**config.mk**
```make
export PLATFORM = sky130hd
export DESIGN_NAME = vga_pixel_scanner
export DESIGN_NICKNAME = d
export VERILOG_FILES = /design/src/rtl/vga_pixel_scanner.sv
export SDC_FILE = /design/constraint.sdc
export NUM_CORES = 1
export LEC_CHECK = 0
export BUFFER_PORTS_ARGS = -buffer_cell sky130_fd_sc_hd__buf_2
export CORE_ASPECT_RATIO = 0.7
export CORE_MARGIN = 2
export CORE_UTILIZATION = 56
export CTS_CLUSTER_SIZE = 12
export DETAILED_ROUTE_END_ITERATION = 8
export GPL_ROUTABILITY_DRIVEN = 0
export MAX_ROUTING_LAYER = met4
export PLACE_DENSITY = 0.82
export SLEW_MARGIN = 20
export SYNTH_ARGS = -nofsm -noshare
export SYNTH_HDL_FRONTEND = slang
export SYNTH_SLANG_ARGS = --single-unit
```
**constraint.sdc**
```tcl
create_clock -name clk -period 2.9 [get_ports clk]
set_input_delay 0.29 -clock clk [delete_from_list [all_inputs] [get_ports clk]]
set_output_delay 0.29 -clock clk [all_outputs]
set_load 0.005 [all_outputs]
```
**src/rtl/vga_pixel_scanner.sv**
```systemverilog
// vga_pixel_scanner: raster timing source for the VGA object pipeline.
// Scans pixelX/pixelY, delays sync/blank flags to match the returned
// RGB332 colour and drives hSync/vSync/blankN and 4-bit colour.
//
// Ports:
//   clk          system clock
//   reset        asynchronous, active-high reset
//   pixelEn      pixel tick; all state advances only when high
//   RGBin        merged RGB332 colour for the position issued
//                PIPE_DELAY ticks earlier
//   pixelX/Y     current scan column / line
//   startOfFrame one-clk pulse on the wrap to (0,0)
//   hSync/vSync  sync outputs, aligned to the colour
//   blankN       1 inside the visible area, aligned to the colour
//   vgaR/G/B     4-bit display colour
module vga_pixel_scanner #(
    parameter int H_ACTIVE        = 640,
    parameter int H_FP            = 16,
    parameter int H_SYNC          = 96,
    parameter int H_BP            = 48,
    parameter int V_ACTIVE        = 480,
    parameter int V_FP            = 10,
    parameter int V_SYNC          = 2,
    parameter int V_BP            = 33,
    parameter int PIPE_DELAY      = 2,
    parameter bit SYNC_ACTIVE_LOW = 1'b1
) (
    input  logic        clk,
    input  logic        reset,
    input  logic        pixelEn,
    input  logic [7:0]  RGBin,
    output logic [10:0] pixelX,
    output logic [10:0] pixelY,
    output logic        startOfFrame,
    output logic        hSync,
    output logic        vSync,
    output logic        blankN,
    output logic [3:0]  vgaR,
    output logic [3:0]  vgaG,
    output logic [3:0]  vgaB
);

    localparam int H_TOTAL = H_ACTIVE + H_FP + H_SYNC + H_BP;
    localparam int V_TOTAL = V_ACTIVE + V_FP + V_SYNC + V_BP;

    localparam logic [10:0] X_LAST = 11'(H_TOTAL - 1);
    localparam logic [10:0] Y_LAST = 11'(V_TOTAL - 1);
    localparam logic [10:0] X_VIS  = 11'(H_ACTIVE);
    localparam logic [10:0] Y_VIS  = 11'(V_ACTIVE);
    localparam logic [10:0] HS_BEG = 11'(H_ACTIVE + H_FP);
    localparam logic [10:0] HS_END = 11'(H_ACTIVE + H_FP + H_SYNC);
    localparam logic [10:0] VS_BEG = 11'(V_ACTIVE + V_FP);
    localparam logic [10:0] VS_END = 11'(V_ACTIVE + V_FP + V_SYNC);

    // Level driven on the sync pins while the pulse is inactive.
    localparam logic SYNC_IDLE = SYNC_ACTIVE_LOW;

    typedef struct packed {
        logic hs;
        logic vs;
        logic de;
    } flags_t;

    localparam flags_t FLAGS_IDLE = '{hs: 1'b0, vs: 1'b0, de: 1'b0};

    logic   x_wrap;
    logic   y_wrap;
    flags_t raw;
    flags_t pipe [PIPE_DELAY];
    flags_t tail;
    logic [3:0] col_r;
    logic [3:0] col_g;
    logic [3:0] col_b;

    // ---------------------------------------------------------------
    // Scan counters
    // ---------------------------------------------------------------
    always_comb begin
        x_wrap = (pixelX == X_LAST);
        y_wrap = (pixelY == Y_LAST);
    end

    always_ff @(posedge clk or posedge reset) begin
        if (reset) begin
            pixelX       <= '0;
            pixelY       <= '0;
            startOfFrame <= 1'b0;
        end else begin
            startOfFrame <= 1'b0;
            if (pixelEn) begin
                if (x_wrap) begin
                    pixelX <= '0;
                    if (y_wrap) begin
                        pixelY       <= '0;
                        startOfFrame <= 1'b1;
                    end else begin
                        pixelY <= pixelY + 11'd1;
                    end
                end else begin
                    pixelX <= pixelX + 11'd1;
                end
            end
        end
    end

    // ---------------------------------------------------------------
    // Per-position flags, delayed to meet the returned colour
    // ---------------------------------------------------------------
    always_comb begin
        raw    = FLAGS_IDLE;
        raw.hs = (pixelX >= HS_BEG) && (pixelX < HS_END);
        raw.vs = (pixelY >= VS_BEG) && (pixelY < VS_END);
        raw.de = (pixelX < X_VIS) && (pixelY < Y_VIS);
    end

    always_ff @(posedge clk or posedge reset) begin
        if (reset) begin
            for (int i = 0; i < PIPE_DELAY; i++) begin
                pipe[i] <= FLAGS_IDLE;
            end
        end else if (pixelEn) begin
            pipe[0] <= raw;
            for (int i = 1; i < PIPE_DELAY; i++) begin
                pipe[i] <= pipe[i-1];
            end
        end
    end

    assign tail = pipe[PIPE_DELAY-1];

    // ---------------------------------------------------------------
    // RGB332 -> 4:4:4 expansion, forced black outside the visible area
    // so a transparent key colour never reaches the display.
    // ---------------------------------------------------------------
    always_comb begin
        col_r = '0;
        col_g = '0;
        col_b = '0;
        if (tail.de) begin
            col_r = {RGBin[7:5], RGBin[7]};
            col_g = {RGBin[4:2], RGBin[4]};
            col_b = {RGBin[1:0], RGBin[1:0]};
        end
    end

    // ---------------------------------------------------------------
    // Output register
    // ---------------------------------------------------------------
    always_ff @(posedge clk or posedge reset) begin
        if (reset) begin
            hSync  <= SYNC_IDLE;
            vSync  <= SYNC_IDLE;
            blankN <= 1'b0;
            vgaR   <= '0;
            vgaG   <= '0;
            vgaB   <= '0;
        end else if (pixelEn) begin
            hSync  <= tail.hs ^ SYNC_IDLE;
            vSync  <= tail.vs ^ SYNC_IDLE;
            blankN <= tail.de;
            vgaR   <= col_r;
            vgaG   <= col_g;
            vgaB   <= col_b;
        end
    end

endmodule

```
==> summary.md <==
| Metric | Value |
|---|---|
| Deepest level of the CTS H-tree | `2` |
| Final worst path period share | `0.645` |
| Hold-fix buffers, CTS | `0` |
| Reg clk slew, reported paths | `around 0.08 ns` |
| Critical path's slowest cell | `dfrtp_1` |
| Main flop type after synthesis | `dfrtp_1` |
| Post-synth EDFFs | `0` |
| Final nets | `250` |
| DR iter-0 viols | `119` |
| Share of layout cells above drive strength 1 | `0.311` |
| Seq/Total Area, Yosys | `0.514` |
| Final wirelength | `3.85 mm` |
| Number of setup buffers added after CTS | `0` |
| Final setup fails | `0` |
| Power density cells | `539 nW/um^2` |
| Clock latency on the worst-skew pair | `approximately 0.30 ns` |
| Worst-margin pin slew | `just under 0.5 ns` |
| Slew headroom | `0.676` |
| FF+latch area | `approximately 1000 um^2` |
| Vias per Instance | `~5.3` |
| Critical Path End Type | `register` |
| Worst Setup Path Type | `register to register` |
| Commonest cells in the netlist | `dfrtp_1, o21ai_0, inv_1` |
| CTS tree | `yes` |
| Initial Utilization | `0.604` |
| CORE AREA | `between 3000 and 4000 um^2` |
| Area Growth Syn to Fin | `18.0%` |
| GRT Overall Usage | `0.226` |
| Max_cap viols | `0` |
| Post-synth top area share | `0.487` |
| Synth Register Bits | `40` |
| # resized after CTS | `0` |
| Lkg Pwr | `between 1 and 1.5 nW` |
| Post-route DRC | `0` |
| First-pass GRT wire length | `between 6 and 7 mm` |
| Clock Skew | `approximately 0.006 ns` |
| CP Max Fanout | `12` |
| # IOs | `49` |
| Worst setup SP type | `register` |
| I/O Buffers | `48` |
| Post-synth ARST share | `1.00` |
| Layout fillers | `about 250` |
| Final hold vios | `0` |
| Cells after Synth | `between 150 and 200` |
| Net count after synthesis | `204` |
| RSZ-0062 raised after global routing | `false` |
| Area of the multi-input gates | `about 800 um^2` |
| Yosys Warn Count | `0` |
| CP peak stage delay | `between 0.4 and 0.5 ns` |
| Buf+Inv Stages, Crit Path | `0` |
| CP required | `between 3 and 4 ns` |
| Setup WS pre-CTS | `1.07 ns` |
| Cell taking the most area after synthesis | `dfrtp_1` |
| Core Rows | `17` |
| Die width | `between 70 and 80 um` |
| GRT overflow | `0` |
| Top post-synthesis cells by area | `dfrtp_1, o21ai_0, inv_1` |
| Dominant cell by count in the synthesized netlist | `dfrtp_1` |
| Final worst slack | `between 1 and 1.5 ns` |
| Die Area | `3980 um^2` |
| Ant. Diodes | `0` |
| Initial antenna violation count | `0` |
| Sink Count | `40` |
| Die H | `~53 um` |
| Hold crit path type | `input port to async pin` |
| Via count | `around 1500` |
| Critical Path, Cell by Cell | `ha_1 > and4_1 > nand3_2 > o31a_1 > a31oi_1` |
| Antenna-violating nets left | `0` |
| Post-DP HPWL | `~2.7 mm` |
| Fin crit period | `between 1.5 and 2 ns` |
| Largest net degree at the start of global routing | `41` |
| CTS buffer count | `5` |
| Slew Limit Fails | `0` |
| Vias in the first global route | `around 1400` |
| Outcome | `completed` |
| Worst path top cell family by delay | `simple AND/OR/NAND/NOR gates` |
| Finished Layout Cells | `282` |
| Cell total after placement | `roughly 270` |
| Worst EP arrival | `approximately 2.1 ns` |
| Worst vdd ir | `between 0.0004 and 0.0005 V` |
| Synth unique cells | `42` |
| CTS max path bufs | `2` |
| Drt first pass iters | `4` |
| Setup TNS | `0 ns` |
| Cell Area, Synth | `1950 um^2` |
| Routed length per instance | `13.7 um` |
| Avg Cell Area, Syn | `a little over 10 um^2` |
| FMAX | `about 530 MHz` |
| Root buf cell | `clkbuf_8` |
==> layout by cell type (no fill, tap or decap), types with 2 or more instances in the layout <==
| cell | n |
|---|---|
| inv_1 | 19 |
| ha_1 | 5 |
| and4_1 | 3 |
| xnor2_1 | 4 |
| nand3_1 | 11 |
| o21ai_0 | 21 |
| nor4b_1 | 2 |
| buf_2 | 48 |
| nor2_1 | 6 |
| mux2_2 | 5 |
| nand2_1 | 18 |
| a31oi_1 | 2 |
| dfrtp_1 | 38 |
| dfstp_2 | 2 |
| buf_4 | 2 |
| xor2_1 | 8 |
| nor3_2 | 2 |
| mux2i_1 | 2 |
| clkbuf_8 | 5 |
| nand4_1 | 6 |
| and2_1 | 3 |
| nor3_1 | 2 |
==> worst min-delay path: cells and delay by family <==
kind	cells	cell delay, ns
buffers and inverters	3	0.55
==> final timing paths <==
| path | from | endpoint | slack (ns) | cells after the start |
|---|---|---|---|---|
| min | reset | pipe[1]$_DFFE_PP0P_ | 0.09 | 3 |
| max in group asynchronous | reset | hSync$_DFFE_PP1P_ | 2.46 | 3 |
| max | pixelX[0]$_DFFE_PP0P_ | pixelY[9]$_DFFE_PP0P_ | 1.03 | 5 |
| min in group clk | RGBin[1] | vgaB[1]$_DFFE_PP0P_ | 0.19 | 3 |
| max reg2reg | pixelX[0]$_DFFE_PP0P_ | pixelY[9]$_DFFE_PP0P_ | 1.03 | 5 |
| min reg2reg | pipe[1]$_DFFE_PP0P_ | vSync$_DFFE_PP1P_ | 0.42 | 1 |
==> power by group <==
| group | internal [mW] | switching, mW |
|---|---|---|
| Combinational | 0.0707 | 0.0749 |
| Clock | 0.255 | 0.203 |
| Sequential | 0.588 | 0.0504 |
| Total | 0.913 | 0.328 |
==> kinds of logic (layout without fill, tap and decap cells) <==
| logic type | after synthesis | count (layout) | synth area share |
|---|---|---|---|
| and+or+nand+nor | 64 | 64 | 0.196 |
| DFF | 40 | 40 | 0.514 |
| AOI/OAI and AO/OA | 30 | 30 | 0.0910 |
| buffers and inverters | 30 | 77 | 0.0744 |
| xor gates and xnor gates | 12 | 12 | 0.0538 |
| muxes | 7 | 7 | 0.0391 |
| adders and majority gates | 5 | 5 | 0.0321 |
==> layer usage <==
metal  routed length, um  track usage
met5                   0            -
met4                  61       0.0893
met3                 212       0.0610
met2                1670        0.311
met1                1910        0.318
==> per-stage QoR <==
stage | util | total power [mW] | hold slack, ns | area (um^2)
5_1_grt | 0.712 | 1.30 | 0.140 | 2300
6_report | 0.712 | 1.24 | 0.0919 | 2300
3_5_place_dp | 0.678 | 0.793 | 0.410 | 2190
3_3_place_gp | 0.678 | 0.788 | 0.401 | 2190
4_1_cts | 0.712 | 1.25 | 0.109 | 2300
2_1_floorplan | - | 0.729 | 0.388 | 1950
==> flip-flops by register name (all words and copies together), names as in the netlist <==
register / count
blankN: 1
hSync: 1
pipe: 6
pixelX: 11
pixelY: 11
startOfFrame: 1
vSync: 1
vgaB: 2
vgaG: 3
vgaR: 3
==> layout make-up <==
class	instances	area share
flip-flops and latches	40	0.436
multi-input cells	118	0.349
repair buffers	50	0.111
inverters	19	0.0310
clock buffers	5	0.0299
well taps	47	0.0255
clock inverters	3	0.0185
(Power assumes the default switching activity.)
